### src/rtl/load_store_unit_if.sv
// CPU request/response and bus-master signal bundle for load_store_unit.
// slave modport = the LSU; master modport = the CPU plus bus_master side.
interface load_store_unit_if #(
    parameter int TAG_W = 5
);
    logic             req_valid_i;
    logic             req_ready_o;
    logic             req_we_i;
    logic [1:0]       req_size_i;
    logic             req_signed_i;
    logic [31:0]      req_addr_i;
    logic [31:0]      req_wdata_i;
    logic [TAG_W-1:0] req_tag_i;

    logic             rsp_valid_o;
    logic [31:0]      rsp_data_o;
    logic [TAG_W-1:0] rsp_tag_o;
    logic             rsp_err_o;
    logic [1:0]       rsp_cause_o;

    logic             bus_en_o;
    logic             bus_we_o;
    logic [31:0]      bus_addr_o;
    logic [31:0]      bus_data_o;
    logic [3:0]       bus_mask_o;
    logic [31:0]      bus_data_i;
    logic             bus_valid_i;
    logic             bus_stall_i;
    logic             bus_err_i;

    modport slave (
        input  req_valid_i, req_we_i, req_size_i, req_signed_i, req_addr_i, req_wdata_i, req_tag_i,
        output req_ready_o,
        output rsp_valid_o, rsp_data_o, rsp_tag_o, rsp_err_o, rsp_cause_o,
        output bus_en_o, bus_we_o, bus_addr_o, bus_data_o, bus_mask_o,
        input  bus_data_i, bus_valid_i, bus_stall_i, bus_err_i
    );

    modport master (
        output req_valid_i, req_we_i, req_size_i, req_signed_i, req_addr_i, req_wdata_i, req_tag_i,
        input  req_ready_o,
        input  rsp_valid_o, rsp_data_o, rsp_tag_o, rsp_err_o, rsp_cause_o,
        input  bus_en_o, bus_we_o, bus_addr_o, bus_data_o, bus_mask_o,
        output bus_data_i, bus_valid_i, bus_stall_i, bus_err_i
    );
endinterface

### src/rtl/load_store_unit.sv
// Load/store unit: one request in flight, word-aligned byte-masked bus access, 3-cycle best case, bus stall holds REQ.
// Misaligned requests answered next cycle without bus traffic; optional RESP timeout under LSU_TIMEOUT_EN.
module load_store_unit #(
    parameter int TAG_W          = 5,
    parameter int TIMEOUT_CYCLES = 16
) (
    input  logic                  clk,
    input  logic                  rst,
    load_store_unit_if.slave      lsu
);

    typedef enum logic [1:0] {
        IDLE = 2'd0,
        REQ  = 2'd1,
        RESP = 2'd2
    } state_t;

    state_t state, state_nxt;

    logic             lat_we;
    logic [1:0]       lat_size;
    logic             lat_sgn;
    logic [1:0]       lat_off;
    logic [TAG_W-1:0] lat_tag;

    logic             bus_we;
    logic [31:0]      bus_addr;
    logic [31:0]      bus_data;
    logic [3:0]       bus_mask;

    logic             rsp_valid;
    logic [31:0]      rsp_data;
    logic [TAG_W-1:0] rsp_tag;
    logic             rsp_err;
    logic [1:0]       rsp_cause;

    logic             accept;
    logic             misaligned;
    logic             resp_hit;
    logic             timeout_hit;
    logic [31:0]      lane;
    logic [31:0]      load_data;
    logic [3:0]       req_mask;
    logic [31:0]      req_data;

    assign accept   = lsu.req_valid_i && (state == IDLE);
    assign resp_hit = (state == RESP) && (lsu.bus_valid_i || lsu.bus_err_i);

    always_comb begin
        misaligned = 1'b1;
        req_mask   = 4'b0000;
        req_data   = lsu.req_wdata_i;
        case (lsu.req_size_i)
            2'b00: begin
                misaligned = 1'b0;
                req_mask   = 4'b0001 << lsu.req_addr_i[1:0];
                req_data   = {4{lsu.req_wdata_i[7:0]}};
            end
            2'b01: begin
                misaligned = lsu.req_addr_i[0];
                req_mask   = 4'b0011 << lsu.req_addr_i[1:0];
                req_data   = {2{lsu.req_wdata_i[15:0]}};
            end
            2'b10: begin
                misaligned = |lsu.req_addr_i[1:0];
                req_mask   = 4'b1111;
            end
            default: misaligned = 1'b1;
        endcase
    end

    always_comb begin
        lane      = lsu.bus_data_i >> {lat_off, 3'b000};
        load_data = lsu.bus_data_i;
        case (lat_size)
            2'b00:   load_data = {{24{lat_sgn & lane[7]}}, lane[7:0]};
            2'b01:   load_data = {{16{lat_sgn & lane[15]}}, lane[15:0]};
            default: load_data = lsu.bus_data_i;
        endcase
    end

`ifdef LSU_TIMEOUT_EN
    logic [7:0] tmo_cnt;

    // Counter value N means N+1 RESP cycles have elapsed by the end of this one.
    assign timeout_hit = (state == RESP) && !(lsu.bus_valid_i || lsu.bus_err_i)
                         && (tmo_cnt == 8'(TIMEOUT_CYCLES - 1));

    always_ff @(posedge clk) begin
        if (!rst) begin
            tmo_cnt <= 8'd0;
        end else if (state == REQ) begin
            tmo_cnt <= 8'd0;
        end else if (state == RESP) begin
            tmo_cnt <= tmo_cnt + 8'd1;
        end
    end
`else
    assign timeout_hit = 1'b0;
`endif

    always_ff @(posedge clk) begin
        if (!rst) begin
            state <= IDLE;
        end else begin
            state <= state_nxt;
        end
    end

    always_comb begin
        state_nxt = state;
        case (state)
            IDLE:    if (accept && !misaligned) state_nxt = REQ;
            REQ:     if (!lsu.bus_stall_i) state_nxt = RESP;
            RESP:    if (resp_hit || timeout_hit) state_nxt = IDLE;
            default: state_nxt = IDLE;
        endcase
    end

    always_ff @(posedge clk) begin
        if (!rst) begin
            lat_we    <= 1'b0;
            lat_size  <= 2'b00;
            lat_sgn   <= 1'b0;
            lat_off   <= 2'b00;
            lat_tag   <= '0;
            bus_we    <= 1'b0;
            bus_addr  <= 32'd0;
            bus_data  <= 32'd0;
            bus_mask  <= 4'd0;
            rsp_valid <= 1'b0;
            rsp_data  <= 32'd0;
            rsp_tag   <= '0;
            rsp_err   <= 1'b0;
            rsp_cause <= 2'b00;
        end else begin
            rsp_valid <= 1'b0;
            if (accept) begin
                if (misaligned) begin
                    rsp_valid <= 1'b1;
                    rsp_data  <= 32'd0;
                    rsp_tag   <= lsu.req_tag_i;
                    rsp_err   <= 1'b1;
                    rsp_cause <= 2'b01;
                end else begin
                    lat_we   <= lsu.req_we_i;
                    lat_size <= lsu.req_size_i;
                    lat_sgn  <= lsu.req_signed_i;
                    lat_off  <= lsu.req_addr_i[1:0];
                    lat_tag  <= lsu.req_tag_i;
                    bus_we   <= lsu.req_we_i;
                    bus_addr <= {lsu.req_addr_i[31:2], 2'b00};
                    bus_data <= req_data;
                    bus_mask <= req_mask;
                end
            end
            // Bus error wins over a simultaneous valid.
            if (resp_hit) begin
                rsp_valid <= 1'b1;
                rsp_tag   <= lat_tag;
                if (lsu.bus_err_i) begin
                    rsp_data  <= 32'd0;
                    rsp_err   <= 1'b1;
                    rsp_cause <= 2'b10;
                end else begin
                    rsp_data  <= lat_we ? 32'd0 : load_data;
                    rsp_err   <= 1'b0;
                    rsp_cause <= 2'b00;
                end
            end else if (timeout_hit) begin
                rsp_valid <= 1'b1;
                rsp_tag   <= lat_tag;
                rsp_data  <= 32'd0;
                rsp_err   <= 1'b1;
                rsp_cause <= 2'b11;
            end
        end
    end

    assign lsu.req_ready_o = (state == IDLE);
    assign lsu.bus_en_o    = (state == REQ);
    assign lsu.bus_we_o    = bus_we;
    assign lsu.bus_addr_o  = bus_addr;
    assign lsu.bus_data_o  = bus_data;
    assign lsu.bus_mask_o  = bus_mask;
    assign lsu.rsp_valid_o = rsp_valid;
    assign lsu.rsp_data_o  = rsp_data;
    assign lsu.rsp_tag_o   = rsp_tag;
    assign lsu.rsp_err_o   = rsp_err;
    assign lsu.rsp_cause_o = rsp_cause;

endmodule
### src/flat_wrapper.sv
// flat-port wrapper written by rule: the top's interface ports become plain ports
module load_store_unit_flat 
#(
    parameter int TAG_W          = 5,
    parameter int TIMEOUT_CYCLES = 16
)
  (clk, rst, lsu_req_valid_i, lsu_req_we_i, lsu_req_size_i, lsu_req_signed_i, lsu_req_addr_i, lsu_req_wdata_i, lsu_req_tag_i, lsu_req_ready_o, lsu_rsp_valid_o, lsu_rsp_data_o, lsu_rsp_tag_o, lsu_rsp_err_o, lsu_rsp_cause_o, lsu_bus_en_o, lsu_bus_we_o, lsu_bus_addr_o, lsu_bus_data_o, lsu_bus_mask_o, lsu_bus_data_i, lsu_bus_valid_i, lsu_bus_stall_i, lsu_bus_err_i);
  load_store_unit_if #(.TAG_W(TAG_W)) lsu_i ();
  input  logic clk;
  input  logic rst;
  input wire logic [$bits(lsu_i.req_valid_i)-1:0] lsu_req_valid_i;
  input wire logic [$bits(lsu_i.req_we_i)-1:0] lsu_req_we_i;
  input wire logic [$bits(lsu_i.req_size_i)-1:0] lsu_req_size_i;
  input wire logic [$bits(lsu_i.req_signed_i)-1:0] lsu_req_signed_i;
  input wire logic [$bits(lsu_i.req_addr_i)-1:0] lsu_req_addr_i;
  input wire logic [$bits(lsu_i.req_wdata_i)-1:0] lsu_req_wdata_i;
  input wire logic [$bits(lsu_i.req_tag_i)-1:0] lsu_req_tag_i;
  output wire logic [$bits(lsu_i.req_ready_o)-1:0] lsu_req_ready_o;
  output wire logic [$bits(lsu_i.rsp_valid_o)-1:0] lsu_rsp_valid_o;
  output wire logic [$bits(lsu_i.rsp_data_o)-1:0] lsu_rsp_data_o;
  output wire logic [$bits(lsu_i.rsp_tag_o)-1:0] lsu_rsp_tag_o;
  output wire logic [$bits(lsu_i.rsp_err_o)-1:0] lsu_rsp_err_o;
  output wire logic [$bits(lsu_i.rsp_cause_o)-1:0] lsu_rsp_cause_o;
  output wire logic [$bits(lsu_i.bus_en_o)-1:0] lsu_bus_en_o;
  output wire logic [$bits(lsu_i.bus_we_o)-1:0] lsu_bus_we_o;
  output wire logic [$bits(lsu_i.bus_addr_o)-1:0] lsu_bus_addr_o;
  output wire logic [$bits(lsu_i.bus_data_o)-1:0] lsu_bus_data_o;
  output wire logic [$bits(lsu_i.bus_mask_o)-1:0] lsu_bus_mask_o;
  input wire logic [$bits(lsu_i.bus_data_i)-1:0] lsu_bus_data_i;
  input wire logic [$bits(lsu_i.bus_valid_i)-1:0] lsu_bus_valid_i;
  input wire logic [$bits(lsu_i.bus_stall_i)-1:0] lsu_bus_stall_i;
  input wire logic [$bits(lsu_i.bus_err_i)-1:0] lsu_bus_err_i;
  assign lsu_i.req_valid_i = lsu_req_valid_i;
  assign lsu_i.req_we_i = lsu_req_we_i;
  assign lsu_i.req_size_i = lsu_req_size_i;
  assign lsu_i.req_signed_i = lsu_req_signed_i;
  assign lsu_i.req_addr_i = lsu_req_addr_i;
  assign lsu_i.req_wdata_i = lsu_req_wdata_i;
  assign lsu_i.req_tag_i = lsu_req_tag_i;
  assign lsu_req_ready_o = lsu_i.req_ready_o;
  assign lsu_rsp_valid_o = lsu_i.rsp_valid_o;
  assign lsu_rsp_data_o = lsu_i.rsp_data_o;
  assign lsu_rsp_tag_o = lsu_i.rsp_tag_o;
  assign lsu_rsp_err_o = lsu_i.rsp_err_o;
  assign lsu_rsp_cause_o = lsu_i.rsp_cause_o;
  assign lsu_bus_en_o = lsu_i.bus_en_o;
  assign lsu_bus_we_o = lsu_i.bus_we_o;
  assign lsu_bus_addr_o = lsu_i.bus_addr_o;
  assign lsu_bus_data_o = lsu_i.bus_data_o;
  assign lsu_bus_mask_o = lsu_i.bus_mask_o;
  assign lsu_i.bus_data_i = lsu_bus_data_i;
  assign lsu_i.bus_valid_i = lsu_bus_valid_i;
  assign lsu_i.bus_stall_i = lsu_bus_stall_i;
  assign lsu_i.bus_err_i = lsu_bus_err_i;
  load_store_unit #(.TAG_W(TAG_W), .TIMEOUT_CYCLES(TIMEOUT_CYCLES)) u_core (.clk(clk), .rst(rst), .lsu(lsu_i));
endmodule
### config.mk
export PLATFORM = sky130hd
export DESIGN_NAME = load_store_unit_flat
export DESIGN_NICKNAME = d
export VERILOG_FILES = /design/src/rtl/load_store_unit_if.sv /design/src/rtl/load_store_unit.sv /design/src/flat_wrapper.sv
export SDC_FILE = /design/constraint.sdc
export NUM_CORES = 1
export LEC_CHECK = 0
export BUFFER_PORTS_ARGS = -buffer_cell sky130_fd_sc_hd__buf_2
export CORE_ASPECT_RATIO = 2
export CORE_MARGIN = 2
export CORE_UTILIZATION = 40
export CTS_BUF_LIST = sky130_fd_sc_hd__clkbuf_16
export DETAILED_ROUTE_END_ITERATION = 8
export PLACE_DENSITY = 0.72
export SLEW_MARGIN = 20
export SYNTH_ARGS = -nofsm -noshare
export SYNTH_HDL_FRONTEND = slang
export SYNTH_SLANG_ARGS = --single-unit
### constraint.sdc
create_clock -name clk -period 1.6 [get_ports clk]
set_input_delay 0.08 -clock clk [delete_from_list [all_inputs] [get_ports clk]]
set_output_delay 0.08 -clock clk [all_outputs]
set_load 0.02 [all_outputs]
==> results.md <==
Run status:
- The flow ran to the end, but the final reports show violations.
- The checks that failed: negative setup slack.

Finish:
- Measured on the finished design, the core utilization comes to 0.6943.
- After the last flow step, the layout net total stands at 1066.
- The area used by sequential logic in the layout is 0.002410 mm2.
- The layout cell share with drive strength beyond 1 is 0.4473.
- The signed area change from the synthesized netlist to the final layout is 70.41%.
- The multi-input combinational cell area is 0.003183 mm2.
- The filler cell count is 985.
- Leaving out fill and tap cells, the most frequent cells in the layout are sky130_fd_sc_hd__buf_2, sky130_fd_sc_hd__nand2_1, sky130_fd_sc_hd__dfxtp_1, sky130_fd_sc_hd__dlygate4sd3_1, sky130_fd_sc_hd__buf_4.
- The most common library cell in the layout ignoring fill and taps is sky130_fd_sc_hd__buf_2.

Critical path:
- The data arrival time of the critical path is 1970 ps.
- The kind of critical path is flip-flop to flip-flop.
- At the worst endpoint, the required time is 1890 ps.
- Measured in cells, the most critical reg-to-reg path has a length of 4.
- The nature of the critical path endpoint is a flip-flop.
- STA classifies the critical path startpoint as a flip-flop.
- The endpoint identified for the worst register-to-register timing path is u_core.lsu.rsp_data_o[11].
- The launch point of the worst path is u_core.lat_off[1].
- For flop-to-flop paths, the worst setup slack is -80 ps.
- The maximum fanout encountered on the critical timing path is 4.
- The critical path ends at u_core.lsu.rsp_data_o[11].
- The origin of the critical flop-to-flop path is u_core.lat_off[1].

Floorplan:
- The area inside the core boundary is 0.01292 mm2.
- The die extent in y is 166.2 um.
- In this run the count of I/O pins placed on the die edge is 223.
- The number of rows in the core area is 59.
- The die is 85.12 um wide.
- The die outline area is 0.01415 mm2.
- The initial utilization of the core area, before any placement, comes to 0.4075.

STA:
- The maximum clock skew at final layout is 16.56 ps.
- In the post-route analysis, the smallest setup slack over all paths is -82.48 ps.
- The worst relative slew slack is 0.5843.
- Setup repair after global routing could not meet its margin everywhere.
- For the pin with the worst max-slew slack, the measured transition is 618.7 ps.
- The final-layout setup total negative slack is -1880 ps.
- The smallest clock period supported by the final layout is computed as 1682 ps.
- The final worst-path cycle share is 1.052.
- The number of max-slew violations in the final report is 0.
- Setup violations remaining at the end of the flow were counted as 55.
- The number of endpoints with negative hold slack in the final report is 0.
- Derived from the worst setup path, the maximum achievable clock frequency is 0.5944 GHz.

Hold path:
- The type of the tightest min-delay check is primary input to flip-flop.
- The startpoint of the worst hold path is lsu_req_wdata_i[18].

Clock tree:
- Clock-pin slew was measured on the worst setup and hold paths at 60 ps.
- The clock latency at the later pin of the worst-skew pair is 410 ps.
- The number of sinks driven by the clock tree is 120.
- The TritonCTS buffer count is 17.
- The CTS tree is yes.
- The root buffer cell chosen for the clock tree is sky130_fd_sc_hd__clkbuf_16.
- Counting along the longest clock path gives a buffer depth of 2.
- The H-tree was split into 4 levels.

Power:
- The overall power of the completed layout is 8.590 mW.
- The analysis attributes to cell leakage a power of 4.110 nW.
- The largest vdd supply drop is 1.061 mV.
- The power per unit of standard cell area is 957.7 mW/mm2.

Job:
- The max-cap check violation count is 0.

Place:
- The weighted congestion at the end of routability-driven global placement is 0.8492.
- The half-perimeter wire length after detailed placement is 12.58 mm.
- In this run the tool buffered the top-level ports with 220 buffer cells.

Route:
- The final routed DRC violation total is 0.
- The routed wire length per instance is 18.45 um.
- The number of nets with antenna violations after detailed routing is 0.
- The ratio of routed vias to standard cells is 5.455.
- The first-pass iteration count of the detailed router is 6.
- After the first detailed-routing iteration, the DRC count stood at 269.
- Summed over all layers, the routed wires come to 20.68 mm.
- The number of vias in the routed layout is 6115.

Synth:
- The number of flops mapped to enable cells by yosys is 0.
- After technology mapping, the gate count stands at 630.
- After synthesis the netlist holds a flip-flop and latch count of 120.
- Averaged over all synthesized cells, the footprint is 8.355 um2.
- The count of unique library cells instantiated by Yosys is 54.
- For this run, the register share of the synthesized area comes to 0.4564.
- For this run, the leading register cell type out of synthesis is sky130_fd_sc_hd__dfxtp_1.
- The netlist area before placement is 0.005264 mm2.
- The count of yosys warnings during synthesis is 0.
- The async set or reset register ratio after synthesis is 0.

GRT:
- For this run, the total global-route usage over all layers was measured as 0.2602.
- The initial antenna violation count is 1.
- Entering global routing, the biggest net connects 68 pins.
- The global-route wire length before repair is 29.46 mm.
- The via count of the first global-routing pass is 5867.
- The aggregate global routing overflow is 0.
## stage by stage
stage,instance area [um2],hold slack [ps],instances,worst slack [ps]
final,8970,11.07,1121,-82.48
after global routing,8970,22.98,1121,-133.1
after CTS,8243,1.234,1113,-74.44
after detailed placement,6825,326.8,1003,-78.39
after global placement,6825,320.2,1003,-68.48
after floorplan,5284,205.1,631,-165.6
## worst max-delay path: stages (launching register included)
cell and delay (ps):
sky130_fd_sc_hd__dfxtp_2 340, sky130_fd_sc_hd__mux4_2 550, sky130_fd_sc_hd__a21o_1 190, sky130_fd_sc_hd__and4_1 210
sky130_fd_sc_hd__a221o_1 290
## cells in the mapped netlist (all sizes together) (2+ instances only)
cell / n / area (um2)
inv: 10 / 37.53
buf: 20 / 117.6
o2111ai: 6 / 52.55
a21oi: 73 / 365.4
a22oi: 2 / 15.01
nor3: 2 / 15.01
a32oi: 6 / 60.06
nand3: 8 / 40.04
nor2: 34 / 127.6
o211ai: 10 / 75.07
nand2: 149 / 559.3
a211oi: 14 / 105.1
nand2b: 7 / 43.79
a311oi: 8 / 70.07
and3: 2 / 12.51
o211a: 6 / 60.06
clkbuf: 32 / 120.1
nor3b: 3 / 22.52
a21o: 2 / 15.01
o21ai: 23 / 115.1
o21a: 16 / 120.1
mux2i: 31 / 310.3
a22o: 16 / 140.1
nor2b: 6 / 37.54
a221o: 2 / 20.02
dfxtp: 120 / 2402
## sequential cells by signal, summed over array words and instances (netlist names)
signal and cells:
u_core.lsu.bus_data_o 32, u_core.lsu.rsp_data_o 32, u_core.lat_sgn 1, u_core.lat_tag 5, u_core.lat_size 2, u_core.lsu.rsp_valid_o 1, u_core.lsu.bus_we_o 1, u_core.lsu.bus_mask_o 4
u_core.lsu.rsp_err_o 1, u_core.lsu.bus_addr_o 30, u_core.lsu.rsp_tag_o 5, u_core.lsu.rsp_cause_o 2, u_core.state 2, u_core.lat_off 2
## power breakdown
| part | switching, mW | internal, mW | total [mW] |
|---|---|---|---|
| logic | 0.932 | 0.757 | 1.69 |
| clock network | 1.52 | 2.16 | 3.69 |
| registers | 0.0904 | 3.12 | 3.21 |
| total | 2.55 | 6.04 | 8.59 |
## cell families (layout without fill, tap and decap cells)
kind of cell           after synthesis  count (layout)  synth area share
other                                1               3         0.0007124
muxes                               32              32           0.06323
buffers and inverters               63             399           0.05301
AOI/OAI and AO/OA                  193             194            0.2477
DFF                                120             120            0.4564
and+or+nand+nor                    221             221            0.1790
## per-layer routing
layer	wire length (um)	vias to the layer above	GRT usage	share of wire
li1	-	2873	-	-
met1	7200	2883	0.2619	0.35
met2	11160	284	0.4789	0.54
met3	1132	75	0.04771	0.055
met4	1192	0	0.1567	0.058
met5	0	-	0	0
## repair_timing
item / 4_1_cts / 5_1_grt
gates resized for setup: 12 / 156
buffers inserted: 5 / 3
cloned: 4 / 5
hold buffers: 69 / 0
pin swaps: 9 / 82
hold endpoints to repair: 69 / 0
setup endpoints to repair: 61 / 91
## layout make-up
type                            instances  share of cell area
Multi-Input combinational cell        449              0.3549
Inverter                               11            0.004603
Sequential cell                       120              0.2687
Clock inverter                         15             0.01590
Antenna cell                            1           0.0002790
Tap cell                              152             0.02120
Timing Repair Buffer                  356              0.2871
Clock buffer                           17             0.04743
## worst min path at each step
| stage | slack (ps) | to | depth (start not counted) |
|---|---|---|---|
| 2_1_floorplan | 210 | u_core.lsu.rsp_data_o[10] | 2 |
| 3_3_place_gp | 320 | u_core.lsu.bus_addr_o[21] | 3 |
| 3_5_place_dp | 330 | u_core.lsu.bus_addr_o[5] | 3 |
| 4_1_cts | 1 | u_core.lsu.rsp_cause_o[1] | 3 |
| 5_1_grt | 20 | u_core.lsu.bus_data_o[21] | 3 |
| 6_report | 10 | u_core.lsu.bus_data_o[18] | 3 |
Note: power is estimated with default switching activity, not from simulation.
